===== config.mk =====
export PLATFORM = sky130hd
export DESIGN_NAME = bu_iter
export DESIGN_NICKNAME = d
export VERILOG_FILES = /design/src/rtl/bu_iter_pkg.sv /design/src/rtl/bu_chunk_cmp.sv /design/src/rtl/bu_iter.sv
export SDC_FILE = /design/constraint.sdc
export NUM_CORES = 1
export LEC_CHECK = 0
export CORE_ASPECT_RATIO = 1.75
export CORE_UTILIZATION = 45
export DETAILED_ROUTE_END_ITERATION = 16
export GPL_TIMING_DRIVEN = 0
export PLACE_DENSITY = 0.71
export SLEW_MARGIN = 0
export SYNTH_ARGS = -nofsm -noshare
export SYNTH_HDL_FRONTEND = slang
export SYNTH_HIERARCHICAL = 1
export SYNTH_SLANG_ARGS = --single-unit

===== constraint.sdc =====
create_clock -name i_clk -period 4.09 [get_ports i_clk]
set_input_delay 0.818 -clock i_clk [delete_from_list [all_inputs] [get_ports i_clk]]
set_output_delay 0.818 -clock i_clk [all_outputs]
set_load 0.01 [all_outputs]

===== src/rtl/bu_iter_pkg.sv =====
// Shared definitions for the iterative branch unit: compare-op encodings (funct3),
// FSM state type and small decode helpers.
package bu_iter_pkg;

  localparam logic [2:0] BuBeq  = 3'b000;
  localparam logic [2:0] BuBne  = 3'b001;
  localparam logic [2:0] BuBlt  = 3'b100;
  localparam logic [2:0] BuBge  = 3'b101;
  localparam logic [2:0] BuBltu = 3'b110;
  localparam logic [2:0] BuBgeu = 3'b111;

  typedef enum logic [1:0] {
    StIdle = 2'd0,
    StBusy = 2'd1,
    StDone = 2'd2
  } bu_iter_state_e;

  function automatic logic bu_op_signed(input logic [2:0] op);
    return (op == BuBlt) || (op == BuBge);
  endfunction

  // decided = some chunk differed; lt = a<b at the first differing chunk.
  function automatic logic bu_taken(input logic [2:0] op, input logic decided, input logic lt);
    logic taken;
    taken = 1'b0;
    case (op)
      BuBeq:          taken = ~decided;
      BuBne:          taken = decided;
      BuBlt, BuBltu:  taken = lt;
      BuBge, BuBgeu:  taken = ~lt;
      default:        taken = 1'b0;
    endcase
    return taken;
  endfunction

endpackage


===== src/rtl/bu_chunk_cmp.sv =====
// Combinational compare of one operand chunk; i_signed flips the MSB of both sides
// so a plain unsigned compare gives the two's-complement ordering.
module bu_chunk_cmp #(
  parameter int unsigned CHUNK_W = 8
) (
  input  logic [CHUNK_W-1:0] i_a,
  input  logic [CHUNK_W-1:0] i_b,
  input  logic               i_signed,
  output logic               o_eq,
  output logic               o_lt
);

  logic [CHUNK_W-1:0] a_x;
  logic [CHUNK_W-1:0] b_x;

  always_comb begin
    a_x              = i_a;
    b_x              = i_b;
    a_x[CHUNK_W-1]   = i_a[CHUNK_W-1] ^ i_signed;
    b_x[CHUNK_W-1]   = i_b[CHUNK_W-1] ^ i_signed;
    o_eq             = (i_a == i_b);
    o_lt             = (a_x < b_x);
  end

endmodule


===== src/rtl/bu_iter.sv =====
// Multi-cycle branch resolver: compares CHUNK_W bits per cycle, MSB chunk first, with an
// optional early exit at the first differing chunk. Valid/ready handshake on both sides.
module bu_iter
  import bu_iter_pkg::*;
#(
  parameter int unsigned DATA_W     = 32,
  parameter int unsigned CHUNK_W    = 8,
  parameter bit          EARLY_EXIT = 1'b1
) (
  input  logic              i_clk,
  input  logic              i_rst,
  input  logic              i_valid,
  output logic              o_ready,
  input  logic [DATA_W-1:0] i_a,
  input  logic [DATA_W-1:0] i_b,
  input  logic [2:0]        i_cmp_op,
  output logic              o_valid,
  input  logic              i_ready,
  output logic              o_taken
);

  localparam int unsigned N  = DATA_W / CHUNK_W;
  localparam int unsigned KW = (N > 1) ? $clog2(N) : 1;
  localparam logic [KW-1:0] KLast = KW'(N - 1);

  bu_iter_state_e    state_q, state_d;
  logic [DATA_W-1:0] a_q, a_d;
  logic [DATA_W-1:0] b_q, b_d;
  logic [2:0]        op_q, op_d;
  logic [KW-1:0]     k_q, k_d;
  logic              lt_q, lt_d;
  logic              decided_q, decided_d;

  logic chunk_eq;
  logic chunk_lt;
  logic chunk_signed;

  // Only the top chunk carries the sign bit.
  assign chunk_signed = (k_q == KLast) && bu_op_signed(op_q);

  bu_chunk_cmp #(
    .CHUNK_W (CHUNK_W)
  ) u_chunk_cmp (
    .i_a      (a_q[DATA_W-1 -: CHUNK_W]),
    .i_b      (b_q[DATA_W-1 -: CHUNK_W]),
    .i_signed (chunk_signed),
    .o_eq     (chunk_eq),
    .o_lt     (chunk_lt)
  );

  always_comb begin
    state_d   = state_q;
    a_d       = a_q;
    b_d       = b_q;
    op_d      = op_q;
    k_d       = k_q;
    lt_d      = lt_q;
    decided_d = decided_q;
    o_ready   = 1'b0;
    o_valid   = 1'b0;

    unique case (state_q)
      StIdle: begin
        o_ready = 1'b1;
        if (i_valid) begin
          a_d       = i_a;
          b_d       = i_b;
          op_d      = i_cmp_op;
          k_d       = KLast;
          lt_d      = 1'b0;
          decided_d = 1'b0;
          state_d   = StBusy;
        end
      end
      StBusy: begin
        // Shift the next chunk into the top slot instead of muxing by index.
        a_d = a_q << CHUNK_W;
        b_d = b_q << CHUNK_W;
        k_d = k_q - KW'(1);
        if (!chunk_eq && !decided_q) begin
          lt_d      = chunk_lt;
          decided_d = 1'b1;
        end
        if ((EARLY_EXIT && !chunk_eq) || (k_q == '0)) begin
          state_d = StDone;
        end
      end
      StDone: begin
        o_valid = 1'b1;
        if (i_ready) begin
          state_d = StIdle;
        end
      end
      default: state_d = StIdle;
    endcase
  end

  assign o_taken = (state_q == StDone) & bu_taken(op_q, decided_q, lt_q);

  always_ff @(posedge i_clk or posedge i_rst) begin
    if (i_rst) begin
      state_q   <= StIdle;
      a_q       <= '0;
      b_q       <= '0;
      op_q      <= '0;
      k_q       <= '0;
      lt_q      <= 1'b0;
      decided_q <= 1'b0;
    end else begin
      state_q   <= state_d;
      a_q       <= a_d;
      b_q       <= b_d;
      op_q      <= op_d;
      k_q       <= k_d;
      lt_q      <= lt_d;
      decided_q <= decided_d;
    end
  end

endmodule


==> summary.md <==
| Metric | Value |
|---|---|
| Run status | finished with violations |
| Violated checks | design-rule violations |
| Wire length per cell | 15.9 um |
| Kind of critical path | reg -> out |
| IO Pins | 74 |
| Diodes inserted | 0 |
| Hold buffers post-CTS | 0 |
| Worst Hold Depth | 2 |
| Clock slew at reported path FFs | approximately 0.060 ns |
| Largest area contributor in the netlist | dfrtp_1 |
| FP Rows | 43 |
| Total chip power | approximately 3.4 mW |
| RR Startpoint | a_q[27] |
| Syn Inst Count | 416 |
| Final nets | 580 |
| Layout cells sized above 1 | 0.101 |
| Min cycle time layout | 2.72 ns |
| Slew headroom | 0.414 |
| Synth warn | 6 |
| WHS | approximately 0.48 ns |
| Pre-CTS worst setup slack | roughly 1.7 ns |
| Hold EP | a_q[10] |
| Setup TNS | 0 ns |
| Number of synthesized flops with an enable pin | 0 |
| Setup Skew | ~0.0068 ns |
| DRT iter0 DRCs | between 150 and 200 |
| Crit. End Element | output pin |
| R2R depth | 6 |
| Synth area leaders | dfrtp_1 (48%), and3b_1 (10%), nand2_1 (9.7%), o21ai_0 (6.9%), a21oi_1 (6.1%) |
| RR Endpoint | lt_q |
| Max capacitance violation total | 0 |
| Hold Fails Final Rpt | 0 |
| Max VDD drop | 0.402 mV |
| Post-CTS Resized | 0 |
| Synth Register Bits | 73 |
| Total CTS buffers | 9 |
| Root Driver | clkbuf_16 |
| Max frequency | 368 MHz |
| Placer Congestion | 0.782 |
| Final Worst Setup Slack | 1.37 ns |
| Final setup viols | 0 |
| Placed Area | ~4600 um2 |
| Crit start category | flip-flop |
| Slew Limit Fails | 0 |
| Via Count | 3223 |
| Die Ht | 123 um |
| Detailed Place HPWL | slightly above 7000 um |
| Starting density of the core | 0.472 |
| Drt pass-1 iters | 10 |
| Setup crit start | state_q[0] |
| DR vias/cell | about 5.4 |
| Distinct cells, synth | 30 |
| Leak pwr | ~2.3 nW |
| Seq/Total Area, Yosys | 0.482 |
| Final ANT Viol Nets | 0 |
| CP max FO | 10 |
| Area Overhead vs Synth | 30.5% |
| Vias in the first global route | between 3000 and 4000 |
| Top-area cell type share of the netlist area | 0.482 |
| Part of the cycle the worst path needs | 0.664 |
| CTS max path bufs | 2 |
| Drt total wl | 9490 um |
| Die Wd | 71.4 um |
| Worst Hold Class | reg -> reg |
| IO buf count | 73 |
| Drt drc | 3 |
| Worst Path Required | approximately 3.3 ns |
| Net count after synthesis | slightly below 500 |
| Floorplan core area | 8020 um2 |
| Ys flop type | dfrtp_1 |
| Clk sinks | 73 |
| Post CTS Setup Buffer Count | 0 |
| Total grt overflow | 0 |
| Die footprint | about 9000 um2 |
| First-pass GRT wire length | 15400 um |
| Worst-skew pair later-pin latency | 0.34 ns |
| Cell Pwr Density | approximately 680 nW/um2 |
| Syn Area/Cell | 9.10 um2 |
| Finished Cell Area | just under 5000 um2 |
| Asr flop ratio synth | 1.00 |
| R2R Setup Slk | ~2.2 ns |
| Post-Syn Area | approximately 3800 um2 |
| Initial antenna violation count | 0 |
| Worst EP arrival | around 1.9 ns |
| Max H-tree Level | 3 |
| Unrepaired setup endpoints after global routing | false |
| Tot GR Track Use | 0.235 |
| CTS tree | yes |
| Worst Tran Pin Value | roughly 0.88 ns |
| Hold Startpoint | a_q[10] |
| Largest net degree at the start of global routing | 74 |
[through the flow]
step                instances  utilization
floorplan                 416            -
CTS                       595        0.617
global placement          579        0.578
detailed placement        579        0.578
finish                    595        0.617
global route              595        0.617
[worst max-delay path: stages, from the launching register on]
cell and delay, ns:
dfrtp_1 0.37, buf_6 0.14, buf_2 0.18, buf_2 0.21
nor2_1 0.11, clkdlybuf4s50_1 0.54
[cell families (layout without fill, tap and decap cells)]
kind of cell,Yosys count,after routing,share of synthesized area
AND/OR/NAND/NOR,172,172,0.263
AO/OA/AOI/OAI,111,111,0.157
flip-flops,73,73,0.482
buffers and inverters,47,136,0.0591
adder cells (fa/ha/maj),9,9,0.0297
XOR/XNOR,4,4,0.00925
[power breakdown]
group / switching (mW) / internal, mW
registers: 0.223 / 1.06
logic: 0.734 / 0.546
clock network: 0.289 / 0.521
[Yosys cell counts, drive strengths merged, types with 2 or more instances]
library cell / count
nand2: 98
nand2b: 3
clkbuf: 15
o21ai: 53
ha: 9
nor2: 5
a22oi: 6
nand3: 16
nor2b: 2
a21oi: 46
xnor2: 3
dfrtp: 73
and3b: 44
buf: 19
inv: 13
[cell type report]
type	count	area (um2)
Sequential cell	73	1830
Buffer	34	175
Clock inverter	2	35.0
Clock buffer	14	274
Multi-Input combinational cell	296	1740
Timing Repair Buffer	73	731
Inverter	13	51.3
Fill cell	718	3070
Tap cell	90	113
[layout by cell type, fill, tap and decap left out, drive strengths merged]
master,instances
nand2,98
clkdlybuf4s50,73
a221oi,1
clkinv,1
nand3,16
nor3b,1
a22oi,6
a21o,1
clkbuf,29
and3b,44
nand2b,3
o21ai,53
dfrtp,73
nor4,1
o21bai,1
nor2b,2
xor2,1
a21oi,46
o211ai,1
ha,9
or3b,1
bufinv,1
xnor2,3
buf,19
inv,13
nor2,5
nor4b,1
a211o,1
o22ai,1
[sequential cells by signal, summed over array words and instances (netlist names)]
name	count
decided_q	1
lt_q	1
state_q	2
a_q	32
op_q	3
k_q	2
b_q	32
[per-layer routing]
| metal | vias up | share of wire | track usage |
|---|---|---|---|
| li1 | 1588 | - | - |
| met1 | 1538 | 0.41 | 0.263 |
| met2 | 79 | 0.54 | 0.427 |
| met3 | 18 | 0.027 | 0.0293 |
| met4 | 0 | 0.028 | 0.125 |
| met5 | - | 0 | 0 |
[worst max-delay path by stage]
stage,cells after the start,end
2_1_floorplan,1,a_q[0]
3_3_place_gp,2,b_q[4]
3_5_place_dp,5,o_ready
4_1_cts,4,o_ready
5_1_grt,5,o_taken
6_report,5,o_ready
Note: power is estimated with default switching activity, not from simulation.
